File: src/rtl/shift_pkg.sv
// Shared types and helpers for the pipelined barrel-shift unit.
package shift_pkg;

  typedef enum logic [1:0] {
    SH_SLL = 2'b00,
    SH_SRL,
    SH_SRA,
    SH_ROL
  } shift_op_t;

  localparam int unsigned WORD_W     = 32;
  localparam int unsigned WORD_AMT_W = 5;

  // Number of register banks for a mux tree of 'levels' levels.
  function automatic int unsigned stages_f(input int unsigned levels, input int unsigned reg_every);
    return (levels + reg_every - 1) / reg_every;
  endfunction

  // Right shifts run through the left-shift tree between two bit reversals.
  function automatic logic is_right_f(input shift_op_t op);
    return (op == SH_SRL) || (op == SH_SRA);
  endfunction

endpackage

File: src/rtl/shift_level.sv
// One combinational mux level: left shift by SHIFT when sel, with fill or wrap bits.
module shift_level #(
  parameter int unsigned N     = 64,
  parameter int unsigned SHIFT = 1
) (
  input  logic [N-1:0] data,
  input  logic         sel,
  input  logic         fill_bit,
  input  logic         rotate,
  output logic [N-1:0] shifted
);

  logic [SHIFT-1:0] low;

  always_comb begin
    low     = rotate ? data[N-1 -: SHIFT] : {SHIFT{fill_bit}};
    shifted = sel ? {data[N-SHIFT-1:0], low} : data;
  end

endmodule

File: src/rtl/shift_pipe.sv
// Pipelined SLL/SRL/SRA/ROL barrel shifter with RV64 word mode and valid/ready handshake.
module shift_pipe
  import shift_pkg::*;
#(
  parameter int unsigned N         = 64,
  parameter int unsigned REG_EVERY = 2,
  parameter bit          HAS_WORD  = 1'b1,
  parameter int unsigned TAG_W     = 5
) (
  input  logic                 clk,
  input  logic                 rst,
  input  logic                 in_valid,
  output logic                 in_ready,
  input  shift_op_t            in_op,
  input  logic                 in_word,
  input  logic [N-1:0]         in_data,
  input  logic [$clog2(N)-1:0] in_amt,
  input  logic [TAG_W-1:0]     in_tag,
  output logic                 out_valid,
  input  logic                 out_ready,
  output logic [N-1:0]         out_data,
  output logic [TAG_W-1:0]     out_tag
);

  localparam int unsigned AMT_W   = $clog2(N);
  localparam int unsigned LEVELS  = AMT_W;
  localparam int unsigned STAGES  = stages_f(LEVELS, REG_EVERY);
  localparam bit          WORD_EN = HAS_WORD && (N == 64);

  function automatic logic [N-1:0] rev_f(input logic [N-1:0] x);
    return {<<{x}};
  endfunction

  logic             stall;
  logic [N-1:0]     opnd;
  logic [AMT_W-1:0] amt0;
  logic             word0;
  logic [N-1:0]     flat;
  logic [N-1:0]     fin;

  // Stage inputs (c_*), stage-end data, and register banks (s_*)
  logic             c_valid [STAGES];
  shift_op_t        c_op    [STAGES];
  logic [N-1:0]     c_data  [STAGES];
  logic             c_fill  [STAGES];
  logic [AMT_W-1:0] c_amt   [STAGES];
  logic             c_word  [STAGES];
  logic [TAG_W-1:0] c_tag   [STAGES];
  logic [N-1:0]     e_data  [STAGES];
  logic [N-1:0]     d_next  [STAGES];

  logic             s_valid [STAGES];
  shift_op_t        s_op    [STAGES];
  logic [N-1:0]     s_data  [STAGES];
  logic             s_fill  [STAGES];
  logic [AMT_W-1:0] s_amt   [STAGES];
  logic             s_word  [STAGES];
  logic [TAG_W-1:0] s_tag   [STAGES];

  logic [N-1:0]     lvl_in  [LEVELS];
  logic [N-1:0]     lvl_out [LEVELS];

  assign stall     = out_valid & ~out_ready;
  assign in_ready  = ~stall;
  assign out_valid = s_valid[STAGES-1];
  assign out_data  = s_data[STAGES-1];
  assign out_tag   = s_tag[STAGES-1];

  // Word mode reshapes the low 32 bits so the 64-bit tree produces the 32-bit result.
  if (WORD_EN) begin : g_word
    logic [WORD_W-1:0] lo;
    logic [WORD_W-1:0] wres;

    assign lo    = in_data[WORD_W-1:0];
    assign wres  = flat[WORD_W-1:0];
    assign word0 = in_word;
    assign amt0  = in_word ? {{(AMT_W-WORD_AMT_W){1'b0}}, in_amt[WORD_AMT_W-1:0]} : in_amt;
    assign fin   = c_word[STAGES-1] ? {{(N-WORD_W){wres[WORD_W-1]}}, wres} : flat;

    always_comb begin
      opnd = in_data;
      if (in_word) begin
        unique case (in_op)
          SH_ROL:  opnd = {lo, lo};
          SH_SRA:  opnd = {{(N-WORD_W){lo[WORD_W-1]}}, lo};
          default: opnd = {{(N-WORD_W){1'b0}}, lo};
        endcase
      end
    end
  end else begin : g_full
    logic unused_word;
    assign unused_word = in_word;
    assign opnd        = in_data;
    assign word0       = 1'b0;
    assign amt0        = in_amt;
    assign fin         = flat;
  end

  assign flat = is_right_f(c_op[STAGES-1]) ? rev_f(e_data[STAGES-1]) : e_data[STAGES-1];

  // Stage inputs: stage 0 from the port, later stages from the previous bank.
  for (genvar i = 0; i < int'(STAGES); i++) begin : g_stage
    localparam int unsigned LAST = ((i + 1) * REG_EVERY < LEVELS) ? (i + 1) * REG_EVERY - 1 : LEVELS - 1;

    if (i == 0) begin : g_first
      assign c_valid[i] = in_valid & in_ready;
      assign c_op[i]    = in_op;
      assign c_data[i]  = is_right_f(in_op) ? rev_f(opnd) : opnd;
      assign c_fill[i]  = (in_op == SH_SRA) & opnd[N-1];
      assign c_amt[i]   = amt0;
      assign c_word[i]  = word0;
      assign c_tag[i]   = in_tag;
    end else begin : g_next
      assign c_valid[i] = s_valid[i-1];
      assign c_op[i]    = s_op[i-1];
      assign c_data[i]  = s_data[i-1];
      assign c_fill[i]  = s_fill[i-1];
      assign c_amt[i]   = s_amt[i-1];
      assign c_word[i]  = s_word[i-1];
      assign c_tag[i]   = s_tag[i-1];
    end

    assign e_data[i] = lvl_out[LAST];
    if (i == int'(STAGES) - 1) begin : g_out
      assign d_next[i] = fin;
    end else begin : g_mid
      assign d_next[i] = e_data[i];
    end
  end

  // Level k shifts by 2^k; the first level of each stage reads that stage's input.
  for (genvar k = 0; k < int'(LEVELS); k++) begin : g_level
    localparam int unsigned ST = k / REG_EVERY;

    if (k % REG_EVERY == 0) begin : g_head
      assign lvl_in[k] = c_data[ST];
    end else begin : g_chain
      assign lvl_in[k] = lvl_out[k-1];
    end

    shift_level #(
      .N     (N),
      .SHIFT (1 << k)
    ) u_level (
      .data     (lvl_in[k]),
      .sel      (c_amt[ST][k]),
      .fill_bit (c_fill[ST]),
      .rotate   (c_op[ST] == SH_ROL),
      .shifted  (lvl_out[k])
    );
  end

  // Register banks: all advance together unless the output is stalled.
  always_ff @(posedge clk) begin
    if (rst) begin
      for (int i = 0; i < int'(STAGES); i++) begin
        s_valid[i] <= 1'b0;
        s_op[i]    <= SH_SLL;
        s_data[i]  <= '0;
        s_fill[i]  <= 1'b0;
        s_amt[i]   <= '0;
        s_word[i]  <= 1'b0;
        s_tag[i]   <= '0;
      end
    end else if (!stall) begin
      for (int i = 0; i < int'(STAGES); i++) begin
        s_valid[i] <= c_valid[i];
        s_op[i]    <= c_op[i];
        s_data[i]  <= d_next[i];
        s_fill[i]  <= c_fill[i];
        s_amt[i]   <= c_amt[i];
        s_word[i]  <= c_word[i];
        s_tag[i]   <= c_tag[i];
      end
    end
  end

endmodule

File: config.mk
export PLATFORM = sky130hd
export DESIGN_NAME = shift_pipe
export DESIGN_NICKNAME = d
export VERILOG_FILES = /design/src/rtl/shift_pkg.sv /design/src/rtl/shift_level.sv /design/src/rtl/shift_pipe.sv
export SDC_FILE = /design/constraint.sdc
export NUM_CORES = 1
export LEC_CHECK = 0
export BUFFER_PORTS_ARGS = -buffer_cell sky130_fd_sc_hd__buf_2
export CORE_ASPECT_RATIO = 0.9
export CORE_MARGIN = 8
export CORE_UTILIZATION = 35
export DETAILED_ROUTE_END_ITERATION = 10
export PLACE_DENSITY = 0.57
export SLEW_MARGIN = 20
export SYNTH_ARGS = -nofsm -noshare
export SYNTH_HDL_FRONTEND = slang
export SYNTH_SLANG_ARGS = --single-unit
File: constraint.sdc
create_clock -name clk -period 22.1 [get_ports clk]
set_clock_uncertainty 0.2 [all_clocks]
set_input_delay 2.21 -clock clk [delete_from_list [all_inputs] [get_ports clk]]
set_output_delay 2.21 -clock clk [all_outputs]
set_load 0.01 [all_outputs]
* After elaboration in Yosys (flattened, before gate mapping)
Memory sizes are Yosys's and may differ from the RTL's.
Index checks and enable logic that the tools add are counted.
** Storage, ports and cells
- Register bits after elaboration :: 0
- Memory bits (writable) :: 240
- Memories kept :: 7
- Output and inout port bits :: 71
- Word-level logic and storage cells :: 86
** Memories
- s_data :: depth 3, bits a word 64, read ports 3, clocked after memory_dff 0, write ports 3, line shift_pipe.sv:54 : logic [N-1:0] s_data [STAGES];
- s_amt :: depth 3, bits a word 6, read ports 2, clocked after memory_dff 0, write ports 3, line shift_pipe.sv:56 : logic [AMT_W-1:0] s_amt [STAGES];
- s_tag :: depth 3, bits a word 5, read ports 3, clocked after memory_dff 0, write ports 3, line shift_pipe.sv:58 : logic [TAG_W-1:0] s_tag [STAGES];
- s_op :: depth 3, bits a word 2, read ports 2, clocked after memory_dff 0, write ports 3, line shift_pipe.sv:53 : shift_op_t s_op [STAGES];
- s_fill :: depth 3, bits a word 1, read ports 2, clocked after memory_dff 0, write ports 3, line shift_pipe.sv:55 : logic s_fill [STAGES];
- s_valid :: depth 3, bits a word 1, read ports 3, clocked after memory_dff 0, write ports 3, line shift_pipe.sv:52 : logic s_valid [STAGES];
- 1 more memories
** Cells by class
- Reductions and logical operators :: 2
- Mux-type cells :: 44
- Equal/unequal tests :: 7
- Bitwise logic cells :: 26
** Operator list (count)
- $mux W64 :: 13
- $pmux W64 S2 :: 1
- $mux W32 :: 1
- $mux W6 :: 4
- $or A1 B1 Y1 :: 21
- $mux W16 :: 1
- $mux W1 :: 15
- $mux W5 :: 3
- $eq A2 B2 Y1 const B :: 5
- $mux W2 :: 4
- $mux W8 :: 1
- $eq A2 B1 Y1 const B :: 2
- $mux W4 :: 1
- $and A1 B1 Y1 :: 3
- $logic_or A1 B1 Y1 :: 2
- $not A1 Y1 :: 2

* Logic depth before layout (Yosys ltp)
- Word-level depth :: 9
- Mapped depth :: 10
- Gate-level depth less buffers :: 7

* Modules after synthesis
Synthesis repeated with hierarchy kept, for this count alone.
** Second synthesis, totals
- Cells, all modules :: 1391
- Area, all modules :: 16393.2 um2
** Modules (own cells, without submodules)
- shift_pipe :: cells an instance 814, seq. area each 6726.5 um2, area each 10515.1 um2, times used 1
- shift_level at g_level[3].u_level :: cells an instance 91, seq. area each 0.0 um2, area each 1102.3 um2, times used 1
- shift_level at g_level[4].u_level :: cells an instance 110, seq. area each 0.0 um2, area each 1036.0 um2, times used 1
- shift_level at g_level[0].u_level :: cells an instance 73, seq. area each 0.0 um2, area each 980.9 um2, times used 1
- shift_level at g_level[5].u_level :: cells an instance 147, seq. area each 0.0 um2, area each 957.2 um2, times used 1
- shift_level at g_level[1].u_level :: cells an instance 75, seq. area each 0.0 um2, area each 937.1 um2, times used 1
- shift_level at g_level[2].u_level :: cells an instance 81, seq. area each 0.0 um2, area each 864.6 um2, times used 1

* Worst setup path before layout
No wires, ideal clock.
- Path type :: input to register
- From :: in out_ready
- To :: mem s_amt[0][10] (netlist name), enable pin
- Path buffers :: 2
- Cell stages on the path :: 4
- Library setup time :: 625 ps
- Arrival time :: 8082 ps
- Slack :: 13193 ps
- Data required time :: 21275 ps
- Cells stage by stage :: nand2b_1 -> buf_2 -> clkbuf_1 -> nand2b_1
** RTL lines
- start, declared :: line shift_pipe.sv:20 : input logic out_ready,
- end, declared :: line shift_pipe.sv:56

* Final worst setup path
- From :: in out_ready
- To :: out in_ready
** Between the ends
- Cells in the longest elaborated chain, start to end :: 3
** RTL lines
- $not A1 Y1 :: line shift_pipe.sv:63 : assign stall = out_valid & ~out_ready;
- $and A1 B1 Y1 :: line shift_pipe.sv:63
- $not A1 Y1 :: line shift_pipe.sv:64 : assign in_ready = ~stall;
- end, declared :: line shift_pipe.sv:13 : output logic in_ready,
Every way passes these cells.

==> metrics.cfg <==
[critical_path]
crit_path_top_delay_cell = buf_4
endpoint_kind = output port
required_ns = 19.69
crit_family = buffers and inverters
cpPeakStageDelay_ns = 0.41
startpoint_type = primary input
arrival_ns = 3.36
crit_type = primary input to output port
path_buf_inv = 3
crit_path_frequent_cell = buf_2
cp_cell_sequence = buf_2 > nand2b_2 > buf_4 > buf_2
path_max_fanout = 36

[clocking]
cts_resized = 0
clk_latency_ns = 0.55
postCtsHoldBufs = 0
cts_root_buf = clkbuf_16
numCtsBuffers = 26
clockBufferDepth = 3
numClockSinks = 224
worst_setup_hold_path_clk_slew_ns = 0.06
htreeDepth = 1
cts_tree = built
post_cts_buffers = 0

[floorplanning]
die_area_um2 = 51790
pin_count = 153
core_um2 = 44210
placementRows = 73
start_util = 0.3544
fp.dieH_um = 216.7
die_x_um = 239

[finish]
final_cells = 2179
drive_gt1_frac = 0.2274
nets = 1648
diodes = 0
area_delta_synth_final_pct = 11.49
final_area_um2 = 17460

[placed_design]
placed_area_um2 = 16650
dp_slack_ns = 16.07
gp_congestion = 0.9259
place_inst = 2135
portBuffers = 152
hpwl_um = 36610

[timing]
final_max_slew_viol_count = 0
final.setup.tns_ns = 0
layout_setup_ws_ns = 16.33
setup_viol = 0
slew_headroom = 0.2817
fmax_ghz = 0.1735
finalHoldViolCount = 0
rsz0062_at_grt = false
finalCriticalPeriod_ns = 5.765
fin_crit_sh = 0.2609
worst_slew_pin_slew_ns = 1.077

[detailed_routing]
dr.first_iter.drc_count = 1288
num_vias = 13130
drtAntennaViolNets = 0
wl_um = 51180
dr.pass1.iters = 6
viasPerCell = 6.027
drc_errors = 0
wl_per_cell_um = 23.49

[synthesis]
ys_seq_area_frac = 0.4294
synth-edff-count = 224
yosys_warnings = 0
synth_common_cells = edfxtp_1 (224), nand2_1 (184), nor2_1 (142)
synthCells = 1512
synth_flop_cell = edfxtp_1
yosys-top-cells-area = edfxtp_1 (43%), mux4_2 (8.9%), mux2i_1 (4.9%)
synth_top_cell_by_area = edfxtp_1
synth.most_common_cell = edfxtp_1
ys_ff_latch = 224
yosysTopAreaCellShare = 0.4294
syn_nets = 1597
synth.distinct_cells = 64
syn_area_per_cell_um2 = 10.36
async_reset_ff_frac = 0
synth_area_um2 = 15670

[grt]
grt.busiest_layer = met2
grt_max_degree = 82
grtUsageMet1 = 0.2621
grt_use_total = 0.1913
grt_pass1_vias = 13020
globalRouteMet2Util = 0.3045
grtUsageMet3 = 0.02601
grt_antenna_before_repair = 1
grt_pass1_wl_um = 78800
overflow = 0

[outcome]
outcome = complete, no violations

[power]
power.leakage_nw = 6.635
power_w = 0.001282
p_per_area_nw_per_um2 = 73.43
worst_ir_drop_vdd_uv = 46.67

[min_path]
hp-class = flop to flop

[flow_run]
cap_viol_max_count = 0

==> per-layer routing <==
layer  up-vias  wire length, µm
li1       6009                -
met1      6500            22320
met2       522            23610
met3       102             3220
met4         0             2034
met5         -                0
==> area by class of cell <==
class | instances | area, µm²
fillers | 4379 | 26740
multi-input cells | 1125 | 8189
flip-flops and latches | 224 | 6726
repair buffers | 178 | 955.9
well taps | 600 | 750.7
clock buffers | 30 | 686.9
clock inverters | 14 | 125.1
inverters | 8 | 30.03
==> worst register-to-register path: stages (launching register included) <==
cell and delay [ns]:
edfxtp_1 0.41, nand2b_2 0.37, nand2b_4 0.88, buf_4 0.94, buf_4 0.83
==> flip-flops by register name, indices dropped and copies added, names as in the netlist <==
name     count
s_data     192
s_tag       15
s_amt        6
s_op         4
s_valid      3
s_fill       2
s_word       2
==> placed cells by master, fill, tap and decap left out, types with 26 or more instances in the layout <==
master	synthesis	final
mux2i_1	76	76
buf_4	15	26
nand2_1	184	183
edfxtp_1	224	224
and3_1	81	81
a211oi_1	94	94
buf_2	56	152
o21ai_0	39	39
nor2_1	142	140
mux4_2	62	62
o32ai_1	40	40
a21oi_1	67	67
nor2b_1	27	27
clkbuf_16	0	27
==> power by group <==
part | internal (W) | leakage, nW | switching (W)
combinational | 0.000121 | 3.59 | 0.000179
clock | 0.000244 | 0.399 | 0.000174
sequential | 0.000524 | 2.64 | 0.0000402
total | 0.000889 | 6.63 | 0.000393
==> stage by stage <==
stage                 util  hold WS [ns]
floorplan                -        0.3279
global placement    0.3766        0.3316
detailed placement  0.3766        0.3441
CTS                 0.3950        0.3530
global route        0.3951        0.3755
finish              0.3951        0.3498
==> worst paths after layout <==
path | startpoint | to | slack, ns | depth (start not counted)
max | out_ready | in_ready | 16.33 | 4
min | s_tag[0][3] | s_tag[0][8] | 0.35 | 1
max reg2reg | s_valid[0][2] | s_data[0][26] | 18.05 | 4
min reg2reg | s_tag[0][3] | s_tag[0][8] | 0.35 | 1
==> kinds of logic after synthesis <==
logic type | share of synthesized area
xor+xnor | 0.001118
simple gates | 0.1558
flops | 0.4294
buf+inv | 0.04960
mux | 0.1485
fa+ha+maj | 0.002396
compound gates | 0.2133
No activity file was read; power rests on OpenSTA's default activity.
